**src/rtl/uart_rx_ctrl_pkg.sv**
```systemverilog
// Shared types and constants for the UART receive frame controller.
package uart_rx_ctrl_pkg;

   localparam int unsigned DATA_W  = 8;
   localparam int unsigned PRESC_W = 6;
   localparam int unsigned EDGE_W  = 5;
   localparam int unsigned BIT_W   = 3;

   localparam logic PAR_EVEN = 1'b0;
   localparam logic PAR_ODD  = 1'b1;

   localparam logic [PRESC_W-1:0] PRESC_8  = PRESC_W'(8);
   localparam logic [PRESC_W-1:0] PRESC_16 = PRESC_W'(16);
   localparam logic [PRESC_W-1:0] PRESC_32 = PRESC_W'(32);

   typedef enum logic [2:0] {
      ST_IDLE,
      ST_START,
      ST_DATA,
      ST_PARITY,
      ST_STOP
   } rx_state_e;

   function automatic logic presc_legal(input logic [PRESC_W-1:0] p);
      return (p == PRESC_8) || (p == PRESC_16) || (p == PRESC_32);
   endfunction

   function automatic logic exp_parity(input logic [DATA_W-1:0] d, input logic typ);
      return (typ == PAR_ODD) ? ~^d : ^d;
   endfunction

endpackage

```
**src/rtl/uart_rx_edge_bit_cnt.sv**
```systemverilog
// Oversample edge counter and data-bit counter; bit_end flags the last edge of a bit.
module uart_rx_edge_bit_cnt
   import uart_rx_ctrl_pkg::*;
(
   input  logic               clk,
   input  logic               reset_n,
   input  logic               enable,
   input  logic               bit_en,
   input  logic [PRESC_W-1:0] prescale_q,
   output logic [EDGE_W-1:0]  edge_cnt,
   output logic [BIT_W-1:0]   bit_cnt,
   output logic               bit_end
);

   logic [EDGE_W-1:0] edge_q, edge_d;
   logic [BIT_W-1:0]  bit_q, bit_d;

   assign bit_end  = ({1'b0, edge_q} == (prescale_q - PRESC_W'(1)));
   assign edge_cnt = edge_q;
   assign bit_cnt  = bit_q;

   always_comb begin
      edge_d = '0;
      bit_d  = '0;
      if (enable) begin
         edge_d = bit_end ? '0 : edge_q + EDGE_W'(1);
      end
      // Wraps from DATA_W-1 back to 0 on the final data boundary.
      if (bit_en) begin
         bit_d = bit_end ? bit_q + BIT_W'(1) : bit_q;
      end
   end

   always_ff @(posedge clk or negedge reset_n) begin
      if (!reset_n) begin
         edge_q <= '0;
         bit_q  <= '0;
      end else begin
         edge_q <= edge_d;
         bit_q  <= bit_d;
      end
   end

endmodule

```
**src/rtl/uart_rx_ctrl.sv**
```systemverilog
// UART receive frame controller: start detect, deserialise LSB-first, parity/stop check.
module uart_rx_ctrl
   import uart_rx_ctrl_pkg::*;
(
   input  logic               clk,
   input  logic               reset_n,
   input  logic               rx_in,
   input  logic [PRESC_W-1:0] prescale,
   input  logic               par_en,
   input  logic               par_typ,
   input  logic               sampled_bit,
   input  logic               sample_valid,
   output logic               dat_samp_en,
   output logic [EDGE_W-1:0]  edge_cnt,
   output logic [DATA_W-1:0]  p_data,
   output logic               data_valid,
   output logic               par_err,
   output logic               stp_err,
   output logic               busy
);

   rx_state_e          state_q, state_d;
   logic [PRESC_W-1:0] prescale_q, prescale_d;
   logic               par_en_q, par_en_d;
   logic               par_typ_q, par_typ_d;
   logic [DATA_W-1:0]  shreg_q, shreg_d;
   logic               cur_bit_q, cur_bit_d;
   logic [DATA_W-1:0]  p_data_q, p_data_d;
   logic               dv_q, dv_d;
   logic               par_err_q, par_err_d;
   logic               stp_err_q, stp_err_d;
   logic               bit_end;
   logic [BIT_W-1:0]   bit_cnt;
   logic               new_bit;

   uart_rx_edge_bit_cnt u_cnt (
      .clk        (clk),
      .reset_n    (reset_n),
      .enable     (state_d != ST_IDLE),
      .bit_en     (state_q == ST_DATA),
      .prescale_q (prescale_q),
      .edge_cnt   (edge_cnt),
      .bit_cnt    (bit_cnt),
      .bit_end    (bit_end)
   );

   // Data bit is held until the bit boundary so a repeated sample within one bit overrides, not double-shifts.
   assign new_bit = sample_valid ? sampled_bit : cur_bit_q;

   always_comb begin
      state_d    = state_q;
      prescale_d = prescale_q;
      par_en_d   = par_en_q;
      par_typ_d  = par_typ_q;
      shreg_d    = shreg_q;
      cur_bit_d  = cur_bit_q;
      p_data_d   = p_data_q;
      dv_d       = 1'b0;
      par_err_d  = par_err_q;
      stp_err_d  = stp_err_q;
      case (state_q)
         ST_IDLE: begin
            if (!rx_in && presc_legal(prescale)) begin
               state_d    = ST_START;
               prescale_d = prescale;
               par_en_d   = par_en;
               par_typ_d  = par_typ;
               par_err_d  = 1'b0;
               stp_err_d  = 1'b0;
            end
         end
         ST_START: begin
            if (sample_valid && sampled_bit) begin
               state_d = ST_IDLE;
            end else if (bit_end) begin
               state_d = ST_DATA;
            end
         end
         ST_DATA: begin
            if (sample_valid) begin
               cur_bit_d = sampled_bit;
            end
            if (bit_end) begin
               shreg_d = {new_bit, shreg_q[DATA_W-1:1]};
               if (bit_cnt == BIT_W'(DATA_W-1)) begin
                  state_d = par_en_q ? ST_PARITY : ST_STOP;
               end
            end
         end
         ST_PARITY: begin
            if (sample_valid) begin
               par_err_d = sampled_bit != exp_parity(shreg_q, par_typ_q);
            end
            if (bit_end) begin
               state_d = ST_STOP;
            end
         end
         ST_STOP: begin
            if (sample_valid) begin
               stp_err_d = ~sampled_bit;
               if (!par_err_q && sampled_bit) begin
                  p_data_d = shreg_q;
                  dv_d     = 1'b1;
               end
               state_d = ST_IDLE;
            end else if (bit_end) begin
               state_d = ST_IDLE;
            end
         end
         default: state_d = ST_IDLE;
      endcase
   end

   always_ff @(posedge clk or negedge reset_n) begin
      if (!reset_n) begin
         state_q    <= ST_IDLE;
         prescale_q <= '0;
         par_en_q   <= 1'b0;
         par_typ_q  <= 1'b0;
         shreg_q    <= '0;
         cur_bit_q  <= 1'b0;
         p_data_q   <= '0;
         dv_q       <= 1'b0;
         par_err_q  <= 1'b0;
         stp_err_q  <= 1'b0;
      end else begin
         state_q    <= state_d;
         prescale_q <= prescale_d;
         par_en_q   <= par_en_d;
         par_typ_q  <= par_typ_d;
         shreg_q    <= shreg_d;
         cur_bit_q  <= cur_bit_d;
         p_data_q   <= p_data_d;
         dv_q       <= dv_d;
         par_err_q  <= par_err_d;
         stp_err_q  <= stp_err_d;
      end
   end

   assign busy        = (state_q != ST_IDLE);
   assign dat_samp_en = (state_q != ST_IDLE);
   assign p_data      = p_data_q;
   assign data_valid  = dv_q;
   assign par_err     = par_err_q;
   assign stp_err     = stp_err_q;

endmodule

```
**config.mk**
```make
export PLATFORM = sky130hd
export DESIGN_NAME = uart_rx_ctrl
export DESIGN_NICKNAME = d
export VERILOG_FILES = /design/src/rtl/uart_rx_ctrl_pkg.sv /design/src/rtl/uart_rx_edge_bit_cnt.sv /design/src/rtl/uart_rx_ctrl.sv
export SDC_FILE = /design/constraint.sdc
export NUM_CORES = 1
export LEC_CHECK = 0
export CAP_MARGIN = 20
export CORE_UTILIZATION = 29
export CTS_BUF_LIST = sky130_fd_sc_hd__clkbuf_8
export DETAILED_ROUTE_END_ITERATION = 8
export GPL_ROUTABILITY_DRIVEN = 0
export SLEW_MARGIN = 20
export SYNTH_ARGS = -nofsm -noshare
export SYNTH_HDL_FRONTEND = slang
export SYNTH_SLANG_ARGS = --single-unit
```
**constraint.sdc**
```tcl
create_clock -name clk -period 5.05 [get_ports clk]
set_clock_uncertainty 0.15 [all_clocks]
set_input_delay 1.01 -clock clk [delete_from_list [all_inputs] [get_ports clk]]
set_output_delay 1.01 -clock clk [all_outputs]
set_load 0.005 [all_outputs]
```
==> results.md <==
- Drt drc: 0
- I/O pins: 31
- Num rows: 29
- Top post-synthesis cells by area: dfrtp_1, mux2_4, xnor2_1, mux2_2, nand2_1
- Final ANT Viol Nets: 0
- Crit path buffers/inverters: 2
- Routed len/inst: around 13 microns
- Share of the clock period used by the worst path: 0.576
- Hold crit path type: reg2reg
- Via density: 4.71
- Synthesized cell area: 1940 sq um
- Peak supply drop: roughly 0.13 mV
- Synthesis Warnings: 0
- Dominant cell type by area after synthesis: dfrtp_1
- HP Start: stp_err
- Vias in the first global route: about 1,300
- Iter 0 DRT Violations: between 70 and 80
- Worst-Skew Late Latency: just under 0.3 ns
- Maxcap violations: 0
- Sequential share of power: 0.435
- Setup TNS: 0 ns
- Combinational power share: 0.209
- Least-Margin Pin Slew: approximately 0.84 ns
- Prevailing post-synth register cell: dfrtp_1
- Area Overhead vs Synth: 25.1%
- Switching Fraction: 0.262
- Final WL: between 3000 and 4000 microns
- CTS tree: done
- Leakage: ~1.1 nW
- PortBufs: 30
- RR Startpoint: prescale_q[0]
- Placed cell area: ~2300 sq um
- H-tree Lvls: 2
- Crit Path Category: in2reg
- HPWL after DPL: 2730 microns
- Slowest-stage cell, CP: or3_1
- GR Overflow Total: 0
- Asr flop ratio synth: 1.00
- Die ar.: around 7000 sq um
- Initial antenna violation count: 0
- Total number of vias: ~1,300
- Reg clk slew, reported paths: around 0.080 ns
- Unrepaired setup endpoints after global routing: false
- Run status: complete, no violations
- Final Hold Viols: 0
- Share of post-route cells with drive strength above 1: 0.169
- Most frequent cell after synthesis: dfrtp_1
- Distinct cells, synth: 38
- GRT Total Usage: 0.113
- Largest net degree at the start of global routing: 40
- Final Max Tran Viols: 0
- Die Width: ~84 microns
- Max Freq: 0.344 GHz
- Syn avg cell area: about 11 sq um
- Tmin final: 2.91 ns
- Die Y: 83.8 microns
- Final core utilization: 0.380
- Critical Path Start: prescale[1]
- CTS Hold Bufs: 0
- Final instance area: ~2400 sq um
- Sequence of cells on the critical path: clkdlybuf4s50_1 -> or4_1 -> or3_1 -> inv_2 -> o21ai_1 -> nor2_1
- Core outline area: 6390 sq um
- Post-synth EDFFs: 0
- Syn Nets: ~190
- Setup crit end kind: register
- Crit path DAT: slightly below 3 ns
- Root buf cell: clkbuf_8
- Worst Path Max Fanout: 10
- Relative slew margins: 0.438
- Worst path required time: 5.12 ns
- Clock Tree Buf Depth: 2
- Global-route wire length before repair: between 6000 and 7000 microns
- Internal Power: 636 uW
- Power per Cell Area: between 300 and 400 nW/um^2
- Initial core utilization: 0.304
- Post-synth top cells: dfrtp_1, nand2_1, nor2_1
- CP Launch Type: input port
- Clk sinks: 39
- Post-CTS Repair Setup Buffers: 0
- Setup Viol. Count Final: 0
- Synth top area share: 0.503
- # resized after CTS: 0
- Switch Pwr: between 200 and 250 uW
- Clk network pwr share: 0.356
- Initial DRT Pass Iterations: 4
- TritonCTS Buffers: 5
- Post-layout net count: around 220
- N_diodes: 0
- Cell family with most CP delay: simple AND/OR/NAND/NOR gates
- Max stage delay on crit path: between 0.5 and 0.6 ns
- #FFs+latches synth: 39
- Post-Syn Instances: between 150 and 200
- Share of the yosys chip area belonging to registers: 0.503
==> through the flow <==
step	std cells	hold slack (ns)	total power, mW	setup slack [ns]
floorplan	175	0.317	0.507	2.40
global placement	276	0.337	0.562	1.92
detailed placement	276	0.345	0.564	1.83
CTS	284	0.362	0.873	2.12
global route	284	0.374	0.909	2.01
finish	284	0.358	0.862	2.14
==> final cells by class <==
type	instances	area (sq um)
fillers	631	3960
flip-flops and latches	39	976
multi-input cells	123	896
repair buffers	30	295
well taps	77	96.3
clock buffers	5	68.8
clock inverters	3	67.6
inverters	7	26.3
==> cell families after synthesis <==
group / Yosys count / share of synthesized area
flops: 39 / 0.503
mux: 21 / 0.135
buf+inv: 13 / 0.0348
simple gates: 61 / 0.155
compound gates: 18 / 0.0594
fa+ha+maj: 4 / 0.0258
xor+xnor: 19 / 0.0858
==> metal layers <==
| metal | global-route usage | wire [microns] |
|---|---|---|
| met2 | 0.177 | 1680 |
| met5 | 0 | 0 |
| met3 | 0.0237 | 114 |
| met4 | 0.0508 | 68 |
| met1 | 0.150 | 1780 |
==> sequential cells by signal, indices dropped and copies added, names as in the netlist <==
signal,count
prescale_q,6
state_q,3
shreg_q,8
stp_err,1
data_valid,1
par_err,1
u_cnt.edge_cnt,5
par_typ_q,1
cur_bit_q,1
u_cnt.bit_cnt,3
p_data,8
par_en_q,1
==> path summary, 6_finish.rpt <==
path | end | slack [ns] | depth (start not counted)
setup / recovery | u_cnt.edge_cnt[3] | 2.14 | 6
hold / removal | stp_err | 0.36 | 2
setup reg to reg | shreg_q[1] | 2.34 | 7
hold reg to reg | stp_err | 0.36 | 2
max in group asynchronous | prescale_q[4] | 3.56 | 1
min in group asynchronous | p_data[2] | 0.67 | 1
==> power groups by stage <==
stage / combinational, mW / sequential [mW] / clock [mW]
global route: 0.202 / 0.379 / 0.328
detailed placement: 0.183 / 0.381 / 0
global placement: 0.181 / 0.381 / 0
finish: 0.180 / 0.375 / 0.307
CTS: 0.184 / 0.375 / 0.314
floorplan: 0.135 / 0.372 / 0
==> worst register-to-register path, stage by stage, from the launching register on <==
cell and delay, ns:
dfrtp_1 0.40, inv_1 0.09, ha_1 0.23, nor2b_1 0.13, or3_1 0.34, a31o_2 0.28
or3_1 0.60, mux2_4 0.37
==> cell usage in the layout, fill, tap and decap left out, types with 3 or more instances in the layout <==
cell type	count
o21ai_1	4
nand2_1	21
nand3_1	6
mux2_4	8
o21ai_0	6
inv_1	6
xor2_1	6
dfrtp_1	39
or3_1	5
mux2_2	9
clkdlybuf4s50_1	29
clkbuf_8	5
xnor2_1	13
ha_1	4
nor2_1	15
mux2i_1	3
No activity file was read; power rests on OpenSTA's default activity.
